**src/rtl/seq_pkg.sv**
```systemverilog
// rtl/seq_pkg.sv - shared state encoding and default timing constants for the step scheduler
package seq_pkg;

  typedef enum logic [1:0] {
    ST_IDLE  = 2'd0,
    ST_LATCH = 2'd1,
    ST_STEP  = 2'd2,
    ST_CHECK = 2'd3
  } step_state_t;

  localparam int DIV_MAX_DEF    = 20000000;
  localparam int DEB_CYCLES_DEF = 200000;

  // Counter width able to hold 0..n-1, never narrower than one bit.
  function automatic int cnt_width(input int n);
    return (n > 1) ? $clog2(n) : 1;
  endfunction

endpackage

```
**src/rtl/seq_debounce.sv**
```systemverilog
// rtl/seq_debounce.sv - 2-flop synchronizer followed by a consecutive-cycle debounce filter
module seq_debounce
  import seq_pkg::*;
#(
  parameter int DEB_CYCLES = DEB_CYCLES_DEF
) (
  input  logic clk,
  input  logic rst,
  input  logic raw,
  output logic level
);

  localparam int CW = cnt_width(DEB_CYCLES);

  logic          sync_meta;
  logic          sync_q;
  logic [CW-1:0] cnt;

  always_ff @(posedge clk) begin
    if (rst) begin
      sync_meta <= 1'b0;
      sync_q    <= 1'b0;
      cnt       <= '0;
      level     <= 1'b0;
    end else begin
      sync_meta <= raw;
      sync_q    <= sync_meta;
      if (sync_q == level) begin
        cnt <= '0;
      end else if (cnt == CW'(DEB_CYCLES - 1)) begin
        // Enough consecutive disagreeing samples: accept the new level.
        level <= ~level;
        cnt   <= '0;
      end else begin
        cnt <= cnt + 1'b1;
      end
    end
  end

endmodule

```
**src/rtl/seq_step_ctrl.sv**
```systemverilog
// rtl/seq_step_ctrl.sv - step-enable scheduler: auto divider or debounced button, sampled input, hit counter
module seq_step_ctrl
  import seq_pkg::*;
#(
  parameter int DIV_MAX    = DIV_MAX_DEF,
  parameter int DEB_CYCLES = DEB_CYCLES_DEF,
  parameter int CNT_W      = 8
) (
  input  logic             clk,
  input  logic             rst,
  input  logic             x_raw,
  input  logic             step_btn,
  input  logic             auto_mode,
  input  logic             det_hit,
  input  logic             cnt_clr,
  output logic             step_en,
  output logic             x_smp,
  output logic [CNT_W-1:0] hit_cnt,
  output logic             tick_led
);

  localparam int DW = cnt_width(DIV_MAX);
  localparam logic [CNT_W-1:0] HIT_MAX = {CNT_W{1'b1}};

  step_state_t   state;
  step_state_t   state_next;
  logic          x_deb;
  logic          btn_deb;
  logic          btn_prev;
  logic          auto_meta;
  logic          auto_sync;
  logic [DW-1:0] div_cnt;
  logic          auto_tick;
  logic          btn_rise;
  logic          req;

  seq_debounce #(.DEB_CYCLES(DEB_CYCLES)) u_deb_x (
    .clk   (clk),
    .rst   (rst),
    .raw   (x_raw),
    .level (x_deb)
  );

  seq_debounce #(.DEB_CYCLES(DEB_CYCLES)) u_deb_btn (
    .clk   (clk),
    .rst   (rst),
    .raw   (step_btn),
    .level (btn_deb)
  );

  assign auto_tick = auto_sync && (div_cnt == DW'(DIV_MAX - 1));
  assign btn_rise  = btn_deb && !btn_prev && !auto_sync;
  assign req       = auto_tick || btn_rise;

  always_comb begin
    state_next = state;
    case (state)
      ST_IDLE:  if (req) state_next = ST_LATCH;
      ST_LATCH: state_next = ST_STEP;
      ST_STEP:  state_next = ST_CHECK;
      ST_CHECK: state_next = ST_IDLE;
      default:  state_next = ST_IDLE;
    endcase
  end

  always_ff @(posedge clk) begin
    if (rst) begin
      auto_meta <= 1'b0;
      auto_sync <= 1'b0;
      div_cnt   <= '0;
      btn_prev  <= 1'b0;
      state     <= ST_IDLE;
      step_en   <= 1'b0;
      x_smp     <= 1'b0;
      tick_led  <= 1'b0;
      hit_cnt   <= '0;
    end else begin
      auto_meta <= auto_mode;
      auto_sync <= auto_meta;
      if (!auto_sync || auto_tick) div_cnt <= '0;
      else                         div_cnt <= div_cnt + 1'b1;
      btn_prev <= btn_deb;
      state    <= state_next;
      // Registered so step_en is high exactly while the FSM sits in STEP.
      step_en  <= (state_next == ST_STEP);
      if (state == ST_LATCH) x_smp <= x_deb;
      if (state == ST_STEP)  tick_led <= ~tick_led;
      if (cnt_clr) begin
        hit_cnt <= '0;
      end else if (state == ST_CHECK && det_hit && hit_cnt != HIT_MAX) begin
        hit_cnt <= hit_cnt + 1'b1;
      end
    end
  end

endmodule

```
**config.mk**
```make
export PLATFORM = sky130hd
export DESIGN_NAME = seq_step_ctrl
export DESIGN_NICKNAME = d
export VERILOG_FILES = /design/src/rtl/seq_pkg.sv /design/src/rtl/seq_debounce.sv /design/src/rtl/seq_step_ctrl.sv
export SDC_FILE = /design/constraint.sdc
export NUM_CORES = 1
export LEC_CHECK = 0
export CORE_ASPECT_RATIO = 1.25
export CORE_MARGIN = 2
export CORE_UTILIZATION = 56
export CTS_BUF_LIST = sky130_fd_sc_hd__clkbuf_8
export DETAILED_ROUTE_END_ITERATION = 8
export PLACE_DENSITY = 0.89
export SLEW_MARGIN = 20
export SYNTH_ARGS = -nofsm -noshare
export SYNTH_HDL_FRONTEND = slang
export SYNTH_HIERARCHICAL = 1
export SYNTH_SLANG_ARGS = --single-unit
```
**constraint.sdc**
```tcl
create_clock -name clk -period 2.04 [get_ports clk]
set_clock_uncertainty 0.1 [all_clocks]
set_input_delay 0.51 -clock clk [delete_from_list [all_inputs] [get_ports clk]]
set_output_delay 0.51 -clock clk [all_outputs]
set_load 0.03 [all_outputs]
```
# Word level (Yosys, flattened, before mapping)
# Index checks and enable logic that the tools add are counted.
# word_totals
input_bits	7
ff_bits	83
output_inout_bits	11
# op_classes
n_addsub	4
n_reduce_logical	16
n_mux	2
eq_ne	10
bitwise	5
# ops
op	count
$add 18x1->18 const B	2
$eq 18x18->1 const B	2
$add 25x1->25 const B	1
$eq 25x25->1 const B	1
$add 8x1->8 const B	1
$ne 8x8->1 const B	1
$pmux 2 s4	1
$eq 2x2->1 const B	3
$reduce_or 3->1	2
$logic_and 1x1->1	5
$not 1->1	5
$reduce_and 2->1	2
$reduce_or 2->1	2
$eq 1x1->1	2
$eq 2x1->1 const B	1
$logic_not 1->1	2
$logic_not 2->1	1
$logic_or 1x1->1	2
$mux 2	1

# Depth between registers and ports, before layout
# logic_depth
ltp_word	7
ltp_mapped	6
mapped_depth_nobuf	5

# Cells and area by module
# Netlist, hierarchy kept.
# modules_own_cells
mod	seq_area_each_um2	area_per_inst_um2	n_inst	cells_per_inst
seq_debounce	420.4	938.4	2	107
seq_step_ctrl	820.8	1865.5	1	213

# Least setup slack after synthesis
# Ideal clock, no wire load.
# synth_timing
path_kind	reg-to-reg
startpoint	reg div_cnt[0]
endpoint	reg div_cnt[22]
path_stages_with_launch	7
arrival_time_ps	1935
path_buffers	1
required_ps	1869
setup_ps	71
setup_slack_ps	-65
cell_sequence	dfxtp_1 ha_1 nand4_4 or4_1 buf_2 or4_1 a21oi_1
# synth_between
elab_chain_cells	4
word_cells_on_any_way	5
# synth_lines
item	line_no	rtl
start, declared	seq_step_ctrl.sv:32	logic [DW-1:0] div_cnt;
start signal, assigned	seq_step_ctrl.sv:81	else div_cnt <= div_cnt + 1'b1;
branches (longest 4 deep; another with $add 25x1->25)	-	
# Several ways; the timed one is not identified.
# A chain may end at the register's enable or synchronous reset.

# Final worst setup path
# layout_timing
startpoint	reg x_smp
endpoint	out x_smp
# layout_rtl
item	line_no	rtl
start, declared	seq_step_ctrl.sv:17	output logic x_smp,
start signal, assigned	seq_step_ctrl.sv:74	x_smp <= 1'b0;
start signal, assigned	seq_step_ctrl.sv:86	if (state == ST_LATCH) x_smp <= x_deb;
# No word-level cell between the ends.

==> flow_summary.json <==
{
  "outcome": "finished clean",
  "via_per_inst": 5.78,
  "swShare_pct": 22.1,
  "maxCapViolCount": 0,
  "internal_power_w": 0.00245,
  "yosysWarnings": 6,
  "utilization_pct": 66.3,
  "rr_worst_depth": 5,
  "route.detailed.drc": 0,
  "first_global_vias": 2995,
  "post-route-period-util_pct": 97.4,
  "end_kind": "primary output",
  "p_seq_share_pct": 53.3,
  "whs_endpoint": "u_deb_btn/sync_q$_SDFF_PP0_",
  "multi_input_area_um2": 1960,
  "synthCells": 427,
  "p_comb_share_pct": 6.0,
  "synth-main-ff-cell": "dfxtp_1",
  "vias": 3188,
  "worstSkewPairLatency_ns": 0.35,
  "cp_slowest_cell": "clkdlybuf4s50_1",
  "clock_path_buffers": 2,
  "p_sw_w": 0.000695,
  "cp-start-kind": "flop",
  "cts_buffers": 9,
  "drtIter0Drc": 222,
  "p_leak_nw": 1.35,
  "yosys_register_bits": 83,
  "netlist_area_um2": 3740,
  "power_density_nw_per_um2": 727,
  "pwr-share-clk_pct": 40.7,
  "wirelength_mm": 7.72,
  "period_minus_slack_ns": 1.99,
  "path_cells": "clkdlybuf4s50_1",
  "core_um2": 6520,
  "antenna_found_initial": 0,
  "grt_pass1_wl_mm": 13.0,
  "max-slew-margin-rel_pct": 53.0,
  "syn-num-nets": 443,
  "hold_buffers": 0,
  "seq_area_frac_synth_pct": 44.4,
  "arrival_ns": 1.38,
  "die_h_um": 95.4,
  "io_pins": 18,
  "start_util_pct": 57.4,
  "worst_pin_slew_ns": 0.698,
  "reg2reg_from": "div_cnt[1]$_SDFF_PP0_",
  "hpwl_mm": 5.24,
  "hp-start": "u_deb_btn/sync_meta$_SDFF_PP0_",
  "postRouteAntennaNets": 0,
  "final_cell_area_um2": 4330,
  "fp.dieArea_um2": 7360,
  "drive_gt1_share_pct": 10.8,
  "regArea_um2": 1670,
  "first_pass_iters": 5,
  "rows": 33,
  "tns_ns": 0,
  "post_cts_buffers": 0,
  "hp-class": "flop to flop",
  "numClockSinks": 83,
  "num_antenna_cells": 0,
  "final_hold_viol_count": 0,
  "path_buf_inv": 1,
  "io_buffers": 17,
  "reg2reg_setup_slack_ns": 0.09,
  "path_clk_slew_ns": 0.08,
  "crit_fanout": 2,
  "reg2reg_to": "div_cnt[22]$_SDFF_PP0_",
  "rsz0062_at_grt": "no",
  "wl_per_cell_um": 14.0,
  "cts-root-buf": "clkbuf_8",
  "grt_max_degree": 24,
  "grt_use_total_pct": 22.1,
  "ir_worst_vdd_mv": 0.499,
  "nNetsFinal": 477,
  "htreeDepth": 3,
  "synth_cell_types": 43,
  "dpl_cell_area_um2": 4100,
  "synth_edf_count": 0,
  "worstSetupPathType": "flop to primary output",
  "required_ns": 1.43,
  "n_fill_cell": 545,
  "die_w_um": 77.1,
  "hold_path_depth": 1,
  "max_freq_mhz": 503,
  "setup_viol": 0,
  "grt-ovfl-total": 0,
  "cts_tree": "yes",
  "async_flop_share_pct": 0,
  "cpPeakStageDelay_ns": 0.67,
  "synth_area_per_cell_um2": 8.76,
  "place_congestion": 0.877,
  "synthToLayoutAreaGrowth_pct": 15.6,
  "finalMaxSlewViolations": 0,
  "cp_top_family": "buffers and inverters"
}
[worst max-delay path by stage]
stage | start | to | cells after the start
finish | x_smp$_SDFFE_PP0N_ | x_smp | 1
global route | div_cnt[1]$_SDFF_PP0_ | div_cnt[22]$_SDFF_PP0_ | 5
CTS | hit_cnt[7]$_SDFFE_PP0P_ | hit_cnt[7] | 1
detailed placement | div_cnt[0]$_SDFF_PP0_ | div_cnt[22]$_SDFF_PP0_ | 5
global placement | det_hit | hit_cnt[4]$_SDFFE_PP0P_ | 5
floorplan | div_cnt[0]$_SDFF_PP0_ | div_cnt[22]$_SDFF_PP0_ | 6
[cell usage in the layout, fill, tap and decap left out, types with 3 or more instances in the layout]
cell type	instances
dfxtp_1	81
nor2_1	63
xnor2_1	42
nand3_1	27
inv_1	23
nand4_1	22
nor4_1	21
nor3_1	20
nand2_1	17
a21oi_1	17
buf_4	16
clkbuf_8	10
o21ai_0	9
xor2_1	9
nor2b_1	9
ha_1	8
clkdlybuf4s50_1	8
dlygate4sd2_1	7
or3_1	6
and4_1	3
and3_1	3
a31o_2	3
[power by group through the flow]
stage	sequential (W)	clock [W]	combinational, W
floorplan	0.00174	0	0.0000948
global placement	0.00171	0	0.000182
detailed placement	0.00172	0	0.000186
CTS	0.00168	0.00130	0.000190
global route	0.00168	0.00138	0.000213
finish	0.00168	0.00128	0.000188
[metrics by stage]
step | hold WS, ns | total power, W | worst slack [ns] | instances
2_1_floorplan | 0.314 | 0.00183 | 0.0514 | 427
3_3_place_gp | 0.318 | 0.00190 | 0.0481 | 537
3_5_place_dp | 0.321 | 0.00190 | -0.00197 | 537
4_1_cts | 0.339 | 0.00317 | 0.000724 | 552
5_1_grt | 0.356 | 0.00328 | 0.00509 | 552
6_report | 0.339 | 0.00315 | 0.0524 | 552
[layer usage]
metal	global-route usage (%)	part of all wire (%)	up-vias
met5	0	0	-
met4	13.5	2.7	0
met3	3.31	4.1	21
met2	40.4	52	86
met1	24.3	42	1512
li1	-	-	1569
[registers in the layout (all words and copies together) (netlist names), 2 cells and up]
| signal | count |
|---|---|
| div_cnt | 25 |
| hit_cnt | 8 |
| u_deb_x/cnt | 18 |
| u_deb_btn/cnt | 18 |
| state | 2 |
[cells by family (layout without fill, tap and decap cells)]
kind of cell | after synthesis | in the layout | synth area share [%]
DFF | 83 | 83 | 44.4
buffers and inverters | 33 | 71 | 3.81
xor gates and xnor gates | 51 | 51 | 11.9
and+or+nand+nor | 208 | 208 | 29.5
AOI/OAI and AO/OA | 41 | 41 | 6.82
muxes | 2 | 2 | 0.535
adders and majority gates | 9 | 9 | 3.01
[worst reg2reg max path, stage by stage (launching register included)]
cell     delay [ns]
dfxtp_2        0.37
ha_4           0.17
nand4_4        0.10
or4_4          0.57
or4_1          0.42
a21oi_1        0.15
[cell type report]
type	count	share of cell area, %
tap	87	2.52
clock buffer	10	3.18
timing repair buffer	33	6.62
clock inverter	5	1.79
sequential	83	38.5
multi-input combinational	311	45.4
inverter	23	2.00
[synth_stat cells, types with 3 or more instances]
master | n | share of area (%)
nor3_1 | 20 | 2.7
or3_1 | 6 | 1.0
a21oi_1 | 17 | 2.3
xnor2_1 | 42 | 9.8
nand2_1 | 17 | 1.7
nor2_1 | 63 | 6.3
nor2b_1 | 9 | 1.5
dfxtp_1 | 83 | 44
nor4_1 | 21 | 3.5
buf_2 | 3 | 0.40
nand3_1 | 27 | 3.6
nand4_1 | 22 | 3.7
inv_1 | 23 | 2.3
ha_1 | 9 | 3.0
and3_1 | 3 | 0.50
clkbuf_1 | 4 | 0.40
o21ai_0 | 9 | 1.2
xor2_1 | 9 | 2.1
a31o_2 | 4 | 0.94
and4_1 | 3 | 0.70
[what timing repair did]
item                       CTS  global route
hold endpoints to repair     0             0
gates resized for setup      8             4
setup endpoints to repair    8            24
gates cloned                 0             0
pin swaps                    0             1
No activity file was read; power rests on OpenSTA's default activity.
==> RTL edit, RTL diff (config.mk and constraints unchanged) <==
The output `step_en` loses its register stage (`step_en` becomes a continuous assignment). Comments in the files are not updated.
--- a/src/rtl/seq_step_ctrl.sv
+++ b/src/rtl/seq_step_ctrl.sv
@@ -72,3 +72,2 @@
       state     <= ST_IDLE;
-      step_en   <= 1'b0;
       x_smp     <= 1'b0;
@@ -84,3 +83,2 @@
       // Registered so step_en is high exactly while the FSM sits in STEP.
-      step_en  <= (state_next == ST_STEP);
       if (state == ST_LATCH) x_smp <= x_deb;
@@ -95,2 +93,4 @@
 
+  assign step_en = (state_next == ST_STEP);
+
 endmodule
Formal check against the unedited RTL: same outputs for any inputs over 10 cycles, from zero or initial values and one cycle with rst high; that may be too few to reach the edited logic, so the function may still have changed.
==> RTL edit against the original RTL <==
- design area increased by 1.2%
- die area fell by 0.76%
- largest cell class unchanged
- combinational power rose by 4%
- hold slack better by 0.0046 ns
- synthesized area decreased by 0.80%
- critical path depth unchanged
- sequential cell count is 1 lower
- wire length grew 3.5%
- power up 8.5%
- setup slack worse by 0.0042 ns
==> RTL edit: results (changes against the original RTL) <==
drt_iter0_drc: 242  # +9.0%
pg_clk_mw: 1.56  # +22%
synth_nets: 440  # -0.68%
place_area_um2: 4100  # about the same
synthTopCellsByArea: "dfxtp_1, xnor2_1, nor2_1"
viasPerCell: 5.75  # -0.46%
track_usage_pct: 23.0  # +0.88 points
status: "finished, final reports clean"
netlist_top_cells_count: "dfxtp_1, nor2_1, xnor2_1, nand3_1, inv_1"
clkTransAtPathRegs_ns: 0.09
cellLeakagePower_nw: 1.37  # +1.4%
worst_pin_slew_ns: 0.589  # -0.110 ns
grt_pass1_vias: 2974  # -0.70%
ir_drop_mv: 0.639  # +28%
arrival_ns: 1.38  # about the same
syn_inst: 424  # -0.70%
clockPowerShare_pct: 45.9  # +5.2 points
fin_cells: 553  # +0.18%
dpl_worst_slack_ns: -0.0460  # -0.0440 ns
cts_setup_buffers: 0  # unchanged
drive_gt1_share_pct: 11.8  # +1.0 points
p_sw_mw: 0.722  # +3.9%
dp_hpwl_um: 5150  # -1.7%
worstPathMaxFanout: 2  # unchanged
critPathTopFamily: "buffers and inverters"
place.gp.congestion: 0.895  # +2.1%
hp-class: "register to register"
yosysSeqAreaShare_pct: 44.2  # -0.18 points
wirelength_um: 7990  # +3.5%
grt_pass1_wl_um: 13500  # +3.9%
top_regs: "div_cnt x25, u_deb_btn/cnt x18, u_deb_x/cnt x18"
pg_seq_mw: 1.65
antenna_found_initial: 0  # unchanged
clock_path_buffers: 2  # unchanged
==> RTL edit: cell count changes after synthesis, sizes merged <==
| cell | unedited run | this run |
|---|---|---|
| dfxtp | 83 | 82 |
| clkbuf | 4 | 3 |
| nor2b | 9 | 8 |
==> RTL edit: layout make-up <==
type	count	area [um^2]
timing repair buffer	35	307
inverter	23	86.3
clock buffer	10	138
multi-input combinational	310	1960
fill	491	2100
tap	87	109
clock inverter	6	138
sequential	82	1650
==> RTL edit: repair_timing <==
item,CTS,global route
pin swaps,0,1
resized for setup,9,5
endpoints found under the setup margin,9,20
hold endpoints to repair,0,0
hold buffers,0,0
==> RTL edit: final timing paths <==
| path | from | end | slack, ns | depth (start not counted) |
|---|---|---|---|---|
| min | u_deb_x/sync_meta | u_deb_x/sync_q | 0.34 | 1 |
| max | tick_led | tick_led | 0.05 | 1 |
| min reg2reg | u_deb_x/sync_meta | u_deb_x/sync_q | 0.34 | 1 |
| max reg2reg | div_cnt[13] | div_cnt[22] | 0.13 | 4 |
==> RTL edit: cells by family after synthesis <==
kind of cell	synth area share [%]
simple gates	29.6
compound gates	6.88
xor+xnor	12.0
buf+inv	3.74
mux	0.539
flops	44.2
fa+ha+maj	3.03
==> RTL edit: metal layers <==
layer	vias to the layer above	part of all wire, %	global-route usage, %	routed length (um)
met5	-	0	0	0
met4	0	2.8	9.55	223
met3	21	4.7	5.68	373
met2	107	52	40.1	4160
met1	1488	40	27.1	3240
li1	1563	-	-	-
